<file path="src/rtl/neural_pkg.sv">
// Shared types and Q-format constants for the neuron MAC engine.
package neural_pkg;

  // Default number of fractional bits (Q8.8 with a 16-bit word).
  localparam int FRAC_DEF = 8;

  // Fixed-point 1.0 in the default Q format.
  localparam int ONE = 1 << FRAC_DEF;

  // Activation selector. Code 3 is unused and behaves as identity.
  typedef enum logic [1:0] {
    ACT_ID   = 2'd0,
    ACT_RELU = 2'd1,
    ACT_HSIG = 2'd2
  } act_mode_t;

  // Job sequencing states.
  typedef enum logic [1:0] {
    S_IDLE  = 2'd0,
    S_ACCUM = 2'd1,
    S_ACT   = 2'd2,
    S_OUT   = 2'd3
  } neuron_state_t;

endpackage

</file>
<file path="src/rtl/neuron_mac_activation_unit.sv">
// Combinational back end: adds the bias, rescales the accumulator to the
// output Q format, clips to the word range and applies the activation.
module activation_unit
  import neural_pkg::*;
#(
  parameter int DATA_W = 16,
  parameter int FRAC   = FRAC_DEF,
  parameter int ACC_W  = 40
) (
  input  logic signed [ACC_W-1:0]  acc_i,
  input  logic        [DATA_W-1:0] bias_i,
  input  logic        [1:0]        mode_i,
  output logic        [DATA_W-1:0] y_o,
  output logic                     sat_o
);

  // One guard bit above the accumulator so the bias add can never overflow.
  localparam int SUM_W = ACC_W + 1;
  localparam int HW    = DATA_W + 2;

  localparam logic signed [SUM_W-1:0] S_MAX = {{(SUM_W-DATA_W+1){1'b0}}, {(DATA_W-1){1'b1}}};
  localparam logic signed [SUM_W-1:0] S_MIN = {{(SUM_W-DATA_W+1){1'b1}}, {(DATA_W-1){1'b0}}};
  localparam logic signed [HW-1:0]    ONE_H  = HW'(1) << FRAC;
  localparam logic signed [HW-1:0]    HALF_H = HW'(1) << (FRAC - 1);

  logic signed [SUM_W-1:0]  bias_ext;
  logic signed [SUM_W-1:0]  sum;
  logic signed [SUM_W-1:0]  s_full;
  logic signed [DATA_W-1:0] s_clip;
  logic signed [HW-1:0]     s_wide;
  logic signed [HW-1:0]     hsig;

  // Bias alignment, floor rescale, clip and activation select.
  always_comb begin
    bias_ext = {{(SUM_W-DATA_W){bias_i[DATA_W-1]}}, bias_i} <<< FRAC;
    sum      = {acc_i[ACC_W-1], acc_i} + bias_ext;
    s_full   = sum >>> FRAC;

    sat_o  = 1'b0;
    s_clip = s_full[DATA_W-1:0];
    if (s_full > S_MAX) begin
      sat_o  = 1'b1;
      s_clip = S_MAX[DATA_W-1:0];
    end else if (s_full < S_MIN) begin
      sat_o  = 1'b1;
      s_clip = S_MIN[DATA_W-1:0];
    end

    s_wide = {{2{s_clip[DATA_W-1]}}, s_clip};
    hsig   = (s_wide >>> 2) + HALF_H;
    if (hsig < 0) begin
      hsig = '0;
    end else if (hsig > ONE_H) begin
      hsig = ONE_H;
    end

    case (mode_i)
      ACT_RELU: y_o = s_clip[DATA_W-1] ? '0 : s_clip;
      ACT_HSIG: y_o = hsig[DATA_W-1:0];
      default:  y_o = s_clip;
    endcase
  end

endmodule

</file>
<file path="src/rtl/neuron_mac.sv">
// Fixed-point neuron engine: streams (x, w) pairs into a wide accumulator,
// adds a bias, activates and returns one result over valid/ready.
module neuron_mac
  import neural_pkg::*;
#(
  parameter int DATA_W     = 16,
  parameter int FRAC       = FRAC_DEF,
  parameter int MAX_INPUTS = 64,
  parameter int ACC_W      = 40,
  localparam int N_W       = $clog2(MAX_INPUTS + 1)
) (
  input  logic              clk,
  input  logic              reset,
  input  logic              start,
  input  logic [N_W-1:0]    cfg_n_inputs,
  input  logic [1:0]        cfg_mode,
  input  logic [DATA_W-1:0] bias,
  input  logic              in_valid,
  output logic              in_ready,
  input  logic [DATA_W-1:0] in_x,
  input  logic [DATA_W-1:0] in_w,
  output logic              out_valid,
  input  logic              out_ready,
  output logic [DATA_W-1:0] out_y,
  output logic              out_sat,
  output logic              busy
);

  // The accumulator must hold MAX_INPUTS full products without wrapping.
  if (ACC_W < 2*DATA_W + $clog2(MAX_INPUTS) + 1) begin : g_acc_width_check
    $error("neuron_mac: ACC_W too small for DATA_W and MAX_INPUTS");
  end

  neuron_state_t            state_q, state_d;
  logic signed [ACC_W-1:0]  acc_q, acc_d;
  logic [N_W-1:0]           cnt_q, cnt_d;
  logic [N_W-1:0]           n_q, n_d;
  logic [DATA_W-1:0]        bias_q, bias_d;
  logic [1:0]               mode_q, mode_d;
  logic [DATA_W-1:0]        y_q, y_d;
  logic                     sat_q, sat_d;

  logic signed [2*DATA_W-1:0] prod;
  logic signed [ACC_W-1:0]    prod_ext;
  logic [N_W-1:0]             cnt_inc;
  logic [N_W-1:0]             n_clamped;
  logic [DATA_W-1:0]          act_y;
  logic                       act_sat;

  activation_unit #(
    .DATA_W (DATA_W),
    .FRAC   (FRAC),
    .ACC_W  (ACC_W)
  ) u_act (
    .acc_i  (acc_q),
    .bias_i (bias_q),
    .mode_i (mode_q),
    .y_o    (act_y),
    .sat_o  (act_sat)
  );

  // Next-state logic for the job sequencer and its datapath registers.
  always_comb begin
    prod      = signed'(in_x) * signed'(in_w);
    prod_ext  = {{(ACC_W-2*DATA_W){prod[2*DATA_W-1]}}, prod};
    cnt_inc   = cnt_q + N_W'(1);
    n_clamped = (cfg_n_inputs > N_W'(MAX_INPUTS)) ? N_W'(MAX_INPUTS) : cfg_n_inputs;

    state_d = state_q;
    acc_d   = acc_q;
    cnt_d   = cnt_q;
    n_d     = n_q;
    bias_d  = bias_q;
    mode_d  = mode_q;
    y_d     = y_q;
    sat_d   = sat_q;

    case (state_q)
      S_IDLE: begin
        if (start) begin
          acc_d   = '0;
          cnt_d   = '0;
          n_d     = n_clamped;
          bias_d  = bias;
          mode_d  = cfg_mode;
          state_d = (n_clamped == '0) ? S_ACT : S_ACCUM;
        end
      end
      S_ACCUM: begin
        if (in_valid) begin
          acc_d = acc_q + prod_ext;
          cnt_d = cnt_inc;
          if (cnt_inc == n_q) begin
            state_d = S_ACT;
          end
        end
      end
      S_ACT: begin
        y_d     = act_y;
        sat_d   = act_sat;
        state_d = S_OUT;
      end
      default: begin
        if (out_ready) begin
          state_d = S_IDLE;
        end
      end
    endcase
  end

  // State and datapath registers; reset aborts any job in flight.
  always_ff @(posedge clk or posedge reset) begin
    if (reset) begin
      state_q <= S_IDLE;
      acc_q   <= '0;
      cnt_q   <= '0;
      n_q     <= '0;
      bias_q  <= '0;
      mode_q  <= '0;
      y_q     <= '0;
      sat_q   <= 1'b0;
    end else begin
      state_q <= state_d;
      acc_q   <= acc_d;
      cnt_q   <= cnt_d;
      n_q     <= n_d;
      bias_q  <= bias_d;
      mode_q  <= mode_d;
      y_q     <= y_d;
      sat_q   <= sat_d;
    end
  end

  assign in_ready  = (state_q == S_ACCUM);
  assign out_valid = (state_q == S_OUT);
  assign busy      = (state_q != S_IDLE);
  assign out_y     = y_q;
  assign out_sat   = sat_q;

endmodule

</file>
<file path="config.mk">
export PLATFORM = sky130hd
export DESIGN_NAME = neuron_mac
export DESIGN_NICKNAME = d
export VERILOG_FILES = /design/src/rtl/neural_pkg.sv /design/src/rtl/neuron_mac_activation_unit.sv /design/src/rtl/neuron_mac.sv
export SDC_FILE = /design/constraint.sdc
export NUM_CORES = 1
export LEC_CHECK = 0
export BUFFER_PORTS_ARGS = -buffer_cell sky130_fd_sc_hd__buf_4
export CAP_MARGIN = 25
export CORE_MARGIN = 1
export CORE_UTILIZATION = 30
export CTS_CLUSTER_DIAMETER = 120
export DETAILED_ROUTE_END_ITERATION = 10
export MAX_ROUTING_LAYER = met4
export SKIP_CTS_REPAIR_TIMING = 1
export SLEW_MARGIN = 40
export SYNTH_ARGS = -nofsm -noshare
export SYNTH_HDL_FRONTEND = slang
export SYNTH_HIERARCHICAL = 1
export SYNTH_SLANG_ARGS = --single-unit
</file>
<file path="constraint.sdc">
create_clock -name clk -period 5.4 [get_ports clk]
set_input_delay 0.27 -clock clk [delete_from_list [all_inputs] [get_ports clk]]
set_output_delay 0.27 -clock clk [all_outputs]
set_load 0.05 [all_outputs]
</file>
# --- Word level (Yosys, flattened, before mapping) ---
# Cells that the tools add are included.
# Widths: inputs -> output; s select.
word_totals:
  input_bits: 62
  reg_bits: 91
  output_inout_bits: 20
op_classes:
  magnitude_cmp: 5
  add_sub_neg: 4
  eq_ne: 9
  mul: 1
  muxes: 21
  reduce_logical: 8
ops:
  columns: ["op", "n"]
  rows:
  - ["$mux 40", 2]
  - ["$pmux 40 s2", 1]
  - ["$mux 16", 4]
  - ["$add 40x24->41", 1]
  - ["$add 40x32->40", 1]
  - ["$gt 33x16->1 const B", 1]
  - ["$lt 33x16->1 const B", 1]
  - ["$mul 16x16->32", 1]
  - ["$pmux 16 s2", 1]
  - ["$mux 7", 3]
  - ["$add 14x9->15 const B", 1]
  - ["$gt 15x10->1 const B", 1]
  - ["$lt 15x1->1 const B", 1]
  - ["$mux 15", 1]
  - ["$pmux 7 s2", 1]
  - ["$mux 2", 5]
  - ["$add 7x1->7 const B", 1]
  - ["$eq 7x7->1", 1]
  - ["$gt 7x7->1 const B", 1]
  - ["$logic_not 7->1", 1]
  - ["$eq 2x2->1 const B", 3]
  - ["$pmux 2 s3", 1]
  - ["$eq 2x1->1 const B", 2]
  - ["$ne 2x2->1 const B", 2]
  - ["8 further kinds", 10]

# --- Logic depth before layout (Yosys ltp) ---
# Gate-level depths: netlist (run 1).
logic_depth:
  ltp_word: 9
  ltp_mapped: 24
  depth_no_buf: 23

# --- Hierarchy ---
# Netlist (run 1), hierarchy kept.
by_module_without_submodules:
  columns: ["mod", "n_inst", "cells_each", "area_per_inst_um2", "seq_area_each_um2"]
  rows:
  - ["neuron_mac", 1, 1661, 16012.9, 2277.2]
  - ["activation_unit", 1, 458, 2992.9, 0.0]

# --- Worst setup path after synthesis (run 1) ---
# OpenSTA, ideal clock, no wires.
synth_timing:
  kind: "input port to flip-flop"
  from: "input in_x[15]"
  to: "register acc_q[31]"
  cell_stages: 22
  arrival_ns: 6.167
  setup_ns: 0.122
  required_ns: 5.278
  path_slack_ns: -0.888
  cell_sequence: "clkbuf_1 -> nand2_1 -> inv_1 -> fa_1 -> fa_1 -> inv_1 -> fa_1 -> inv_1 -> fa_1 -> fa_1 -> inv_1 -> fa_1 -> inv_1 -> ha_1 -> a21o_1 -> a21o_1 -> a21o_1 -> or3_1 -> o2111a_1 -> o21a_1 -> or3_1 -> a32o_1"
synth_between:
  elab_chain_len: 4
synth_lines:
  columns: ["element", "line_no", "source"]
  rows:
  - ["start, declared", "neuron_mac.sv:20", "input logic [DATA_W-1:0] in_x,"]
  - ["$mul 16x16->32", "neuron_mac.sv:64", "prod = signed'(in_x) * signed'(in_w);"]
  - ["$add 40x32->40", "neuron_mac.sv:91", "acc_d = acc_q + prod_ext;"]
  - ["$mux 40", "neuron_mac.sv:90", "if (in_valid) begin"]
  - ["$pmux 40 s2", "neuron_mac.sv:78", "case (state_q)"]
  - ["end signal, assigned", "neuron_mac.sv:115", "acc_q <= '0;"]
  - ["end signal, assigned", "neuron_mac.sv:124", "acc_q <= acc_d;"]
  - ["end, declared", "neuron_mac.sv:35", "logic signed [ACC_W-1:0] acc_q, acc_d;"]
# Every way passes these cells. The select of a mux whose other input is x is not followed.
# A chain may end at the register's enable or synchronous reset.

# --- Worst setup path in the final report (run 1) ---
layout_timing:
  from: "input in_w[3]"
  to: "register acc_q[39]"
layout_between:
  elab_chain_len: 4
layout_lines:
  columns: ["element", "line_no", "source"]
  rows:
  - ["start, declared", "neuron_mac.sv:21", "input logic [DATA_W-1:0] in_w,"]
  - ["$mul 16x16->32", "neuron_mac.sv:64", null]
  - ["$add 40x32->40", "neuron_mac.sv:91", null]
  - ["$mux 40", "neuron_mac.sv:90", null]
  - ["$pmux 40 s2", "neuron_mac.sv:78", null]
# Every way passes these cells. The select of a mux whose other input is x is not followed.

==> metrics.yaml, run 1 <==
dr_total_vias: 16033
ys_ff_latch: 91
async_flop_share: 1.00
cap_violations: 0
clock_path_buffers: 2
ioPinCount: 82
setup_viol: 12
avgSynthCellArea_um2: 8.97
cts_tree: "yes"
std_cell_rows: 91
arrival_ps: 6000
rsz0062_at_grt: "yes"
clock-root-buffer: "clkbuf_16"
skew_ps: 12.9
cp.depth: 21
ant_nets: 0
wirelength_mm: 52.2
drt_pass1_iterations: 5
synth_edf_count: 0
startpoint_type: "input pin"
synth_cell_types: 82
synthTopCellsByArea: "fa_1 (35%), dfrtp_1 (12%), ha_1 (10%)"
rrSetupSlack_ps: -80
holdWs_ps: -33.6
antenna_cells: 0
port_buffers: 81
hold_viol: 43
grt_antenna_before_repair: 0
htreeDepth: 3
postLayoutCoreUtil: 0.397
end_kind: "register"
viasPerCell: 4.78
die_area_um2: 64400
syn_area_um2: 19000
period_share: 1.06
cp_max_fo: 7
num-nets-final: 3058
worstHoldPathType: "in2async"
grt_pass1_vias: 17325
clkLatencyLatePin_ps: 360
yosys-top-cells-count: "inv_1 (439), fa_1 (331), nand2_1 (231)"
crit_buf_inv: 5
fp.coreArea_um2: 62200
grt_overflow: 0
status: "finished, violations left"
worstSetupEndpoint: "acc_q[39]"
syn_to_final_growth_pct: 29.9
dr.first_iter.drc_count: 739
start_util: 0.306
crit_start: "in_w[3]"
tightest_slew_ps: 870
cts_made_buffers: 9
dpl.hpwl_mm: 44.7
slowest_delay_ps: 610
cts_sinks: 91
grt_max_degree: 49
grt_pass1_wl_mm: 86.7
violations: "negative hold slack, negative setup slack"
relSlewSlack: 0.419
setup_ws_ps: -309
drive_gt1_frac: 0.274
ys.flop_type: "dfrtp_1"
yosysWarnings: 6
wl_per_cell_um: 15.6
fmax_ghz: 0.175
cpMaxStageDelayCell: "fa_1"
die_w_um: 254
slew_viol_final: 0
critPathMostFrequentCell: "fa_1"
ys_seq_area_frac: 0.120
path_cells: "buf_12 > and2_4 > fa_2 > fa_1 > inv_4 > fa_1 > inv_2 > fa_1 > fa_1 > inv_1 > fa_1 > inv_2 > ha_4 > a21o_1 > a21o_1 > a21o_1 > or3_4 > o2111a_1 > or3_4 > a2111o_1 > nand3_1"
place_congestion: 0.881
netlist_instances: 2119
r2r.worst_path.cells: 18
critPathTopFamily: "adder cells"
grt_usage: 0.172
path_class: "in2reg"
syn-num-nets: 2668
drc: 0
rr_startpoint: "acc_q[15]"
die_height_um: 254
worstReg2RegEnd: "acc_q[39]"
yosysTopAreaCellShare: 0.349
cts.clk_slew.worst_paths_ps: 80
synth.largest_area_cell: "fa_1"
required_ps: 5690
yosysMostFrequentCell: "inv_1"
min_period_ps: 5710
## cells by family after synthesis
group | Yosys count | synth area share
AND/OR/NAND/NOR | 569 | 0.150
buffers and inverters | 509 | 0.101
adder cells (fa/ha/maj) | 487 | 0.451
AO/OA/AOI/OAI | 365 | 0.127
flip-flops | 91 | 0.120
XOR/XNOR | 58 | 0.0267
multiplexers | 40 | 0.0235
## sequential cells by signal (all words and copies together), names as in the netlist
register and cells:
out_y 16, n_q 7, cnt_q 7, state_q 2, out_sat 1, bias_q 16
acc_q 40, mode_q 2
## metrics by stage
step | hold slack (ps) | setup WS, ps | setup TNS, ps | instance area (um2) | instances
after floorplan | 418 | -362 | -2760 | 19200 | 2119
after CTS | 51.2 | -458 | -6610 | 23400 | 3321
after global placement | 413 | -722 | -13300 | 23100 | 3305
final | -33.6 | -309 | -1740 | 24700 | 3351
after detailed placement | 431 | -798 | -14060 | 23100 | 3305
after global routing | 6.07 | -501 | -6450 | 24700 | 3351
## cell usage in the layout, fill, tap and decap left out, types with 19 or more instances in the layout
master | Yosys | routed
a21o_1 | 38 | 38
and2_1 | 127 | 110
o21ai_1 | 10 | 19
nand4_1 | 19 | 19
nor2_1 | 64 | 60
buf_4 | 0 | 410
xor2_1 | 25 | 25
o21ai_0 | 84 | 66
ha_4 | 0 | 20
nand2_1 | 231 | 220
buf_6 | 1 | 21
dfrtp_1 | 91 | 90
inv_1 | 439 | 413
ha_1 | 156 | 132
inv_2 | 0 | 24
nand3_1 | 27 | 23
a21oi_1 | 82 | 62
mux2_2 | 37 | 34
xnor2_1 | 33 | 30
fa_1 | 331 | 322
## cell type report
class                      instances  area (um2)
tap                              837        1050
clock inverter                     6        80.1
timing repair buffer             449        3650
multi-input combinational       1519       15700
inverter                         439        1650
sequential                        91        2280
fill                            6142       37500
clock buffer                      10         239
## worst min-delay path by stage
stage	start	end	slack (ps)	cells past startpoint
finish	reset	state_q[1]	-30	2
CTS	reset	state_q[1]	50	2
detailed placement	reset	state_q[1]	430	2
global placement	reset	state_q[0]	410	2
global route	reset	state_q[0]	6	2
floorplan	cfg_n_inputs[0]	n_q[0]	420	2
## routing by layer
metal  vias up  track usage  routed length [um]  part of all wire
met4         0       0.0320                 892             0.017
met3        59       0.0137                1510             0.029
li1       7577            -                   -                 -
met5         -            -                   0                 0
met2       241        0.320               28300              0.54
met1      8156        0.204               21500              0.41
Power of run 1 is not shown: default switching activity piles up to over one toggle a cycle in this logic, so the estimate is an artifact.
==> run 2, diff against run 1 <==
--- a/config.mk
+++ b/config.mk
@@ -11,7 +11,6 @@
 export CORE_UTILIZATION = 30
 export CTS_CLUSTER_DIAMETER = 120
 export DETAILED_ROUTE_END_ITERATION = 10
-export MAX_ROUTING_LAYER = met4
 export SKIP_CTS_REPAIR_TIMING = 1
 export SLEW_MARGIN = 40
 export SYNTH_ARGS = -nofsm -noshare
==> metrics.yaml, run 2 (same netlist as run 1, synthesis figures left out) <==
antenna_cells: 0  # unchanged
wl_per_cell_um: 15.5  # -0.67%
dr_total_vias: 15819  # -1.3%
place_ws_ps: -843  # -44.9 ps
rr_startpoint: "bias_q[15]"
grt_antenna_before_repair: 0  # unchanged
status: "finished, violations left"
crit_start: "in_x[5]"
regArea_um2: 2280  # unchanged
cts_made_buffers: 9  # unchanged
grt_pass1_vias: 17191  # -0.77%
clock_path_buffers: 2  # unchanged
required_ps: 5700  # about the same
skew_ps: 12.8  # -0.0407 ps
cpMaxStageDelayCell: "fa_1"
fmax_ghz: 0.177  # +0.93%
htreeDepth: 3  # unchanged
end_kind: "register"
largest_reg_flops: 40  # unchanged
grt_usage: 0.166  # -0.00646
startpoint_type: "input pin"
ioPinCount: 82  # unchanged
fillers: 6287  # +2.4%
setup_viol: 17  # +5
min_period_ps: 5660  # -52.4 ps
std_cell_rows: 91  # unchanged
final_cells: 3332  # -0.57%
cts.clk_slew.worst_paths_ps: 80  # about the same
wirelength_mm: 51.6  # -1.2%
layout_commonest_cell: "inv_1"
path_cells: "buf_4 > and2_4 > fa_1 > inv_1 > fa_1 > inv_1 > fa_1 > fa_1 > fa_1 > inv_1 > fa_1 > inv_1 > ha_4 > a21oi_4 > nand2_2 > a221oi_4 > a31oi_4 > o2111a_1 > or3_4 > a2111o_1 > nand3_1"
port_buffers: 81  # unchanged
tightest_slew_ps: 840  # -29.1 ps
holdWs_ps: 142  # +175 ps
cp_max_fo: 7  # unchanged
clkLatencyLatePin_ps: 360  # about the same
critPathMostFrequentCell: "fa_1"
grt_max_degree: 82  # +67%
die_area_um2: 64400  # unchanged
drc: 0  # unchanged
violations: "negative setup slack"
drive_gt1_frac: 0.252  # -0.0224
fp.coreArea_um2: 62200  # unchanged
mostFrequentLayoutCells: "inv_1 (419), buf_4 (399), fa_1 (317)"
multiInputGateArea_um2: 15500  # -1.7%
placed_cells: 3298  # -0.21%
dr.first_iter.drc_count: 796  # +7.7%
slew_viol_final: 0  # unchanged
num-nets-final: 3039  # -0.62%
slowest_delay_ps: 530  # -80 ps
grt_pass1_wl_mm: 86.2  # -0.58%
period_share: 1.05  # -0.00971
worstHoldPathType: "in2reg"
place_congestion: 0.861  # -2.3%
clock-root-buffer: "clkbuf_16"
arrival_ps: 5960  # -40 ps
cts_sinks: 91  # unchanged
cts_tree: "yes"
ant_nets: 0  # unchanged
setup_ws_ps: -257  # +52.4 ps
grt_overflow: 0  # unchanged
viasPerCell: 4.75  # -0.77%
drt_pass1_iterations: 5  # unchanged
dpl.hpwl_mm: 44.3  # -0.84%
die_w_um: 254  # unchanged
start_util: 0.306  # unchanged
path_class: "in2reg"
relSlewSlack: 0.439  # +0.0194
die_height_um: 254  # unchanged
regMostFlops: "acc_q"
hold_path.startpoint: "bias[12]"
hold_viol: 0  # -100%
rsz0062_at_grt: "yes"
cap_violations: 0  # unchanged
syn_to_final_growth_pct: 27.4
-- run 2: cell types whose count changed in the layout (fill, tap and decap cells not counted), moves of 6 or more --
cell     delta
a21oi_1     +7
and2_1      +7
and2_4      -7
buf_4      -11
ha_1        +8
ha_4        -8
inv_1       +6
inv_2       -6
-- run 2: metal layers --
layer / vias to the layer above / wire length (um) / GRT usage
met4: 0 / 895 / 0.0289
met3: 54 / 1440 / 0.0133
met5: - / 0 / 0
met1: 8008 / 21400 / 0.201
li1: 7525 / - / -
met2: 232 / 27800 / 0.320
-- run 2: worst max-delay path, delay by kind of cell --
kind                     cells  cell delay [ps]
AO/OA/AOI/OAI                5             1410
adder cells (fa/ha/maj)      7             3260
AND/OR/NAND/NOR              4              640
buffers and inverters        5              370
-- run 2: cell type report --
| class | count | area share |
|---|---|---|
| clock buffers | 10 | 0.00987 |
| clock inverters | 6 | 0.00331 |
| inverters | 439 | 0.0682 |
| multi-input cells | 1519 | 0.639 |
| flip-flops and latches | 91 | 0.0941 |
| well taps | 837 | 0.0433 |
| repair buffers | 430 | 0.142 |
-- run 2: per-stage QoR --
stage               TNS [ps]  area [um2]  utilization
floorplan              -2760       19200            -
global placement      -12760       23100        0.371
detailed placement    -14840       23100        0.371
CTS                    -7320       23400        0.376
global route           -7300       24200        0.389
finish                 -2100       24200        0.389
-- run 2: final timing paths --
path / slack [ps] / to / depth (start not counted)
setup / recovery: -260 / acc_q[39] / 21
hold / removal: 140 / bias_q[12] / 2
setup reg to reg: -70 / out_y[0] / 23
hold reg to reg: 500 / n_q[3] / 2
max in group asynchronous: 4030 / bias_q[15] / 4
min in group asynchronous: 380 / n_q[0] / 3
Power of run 2 is left out for the same reason.
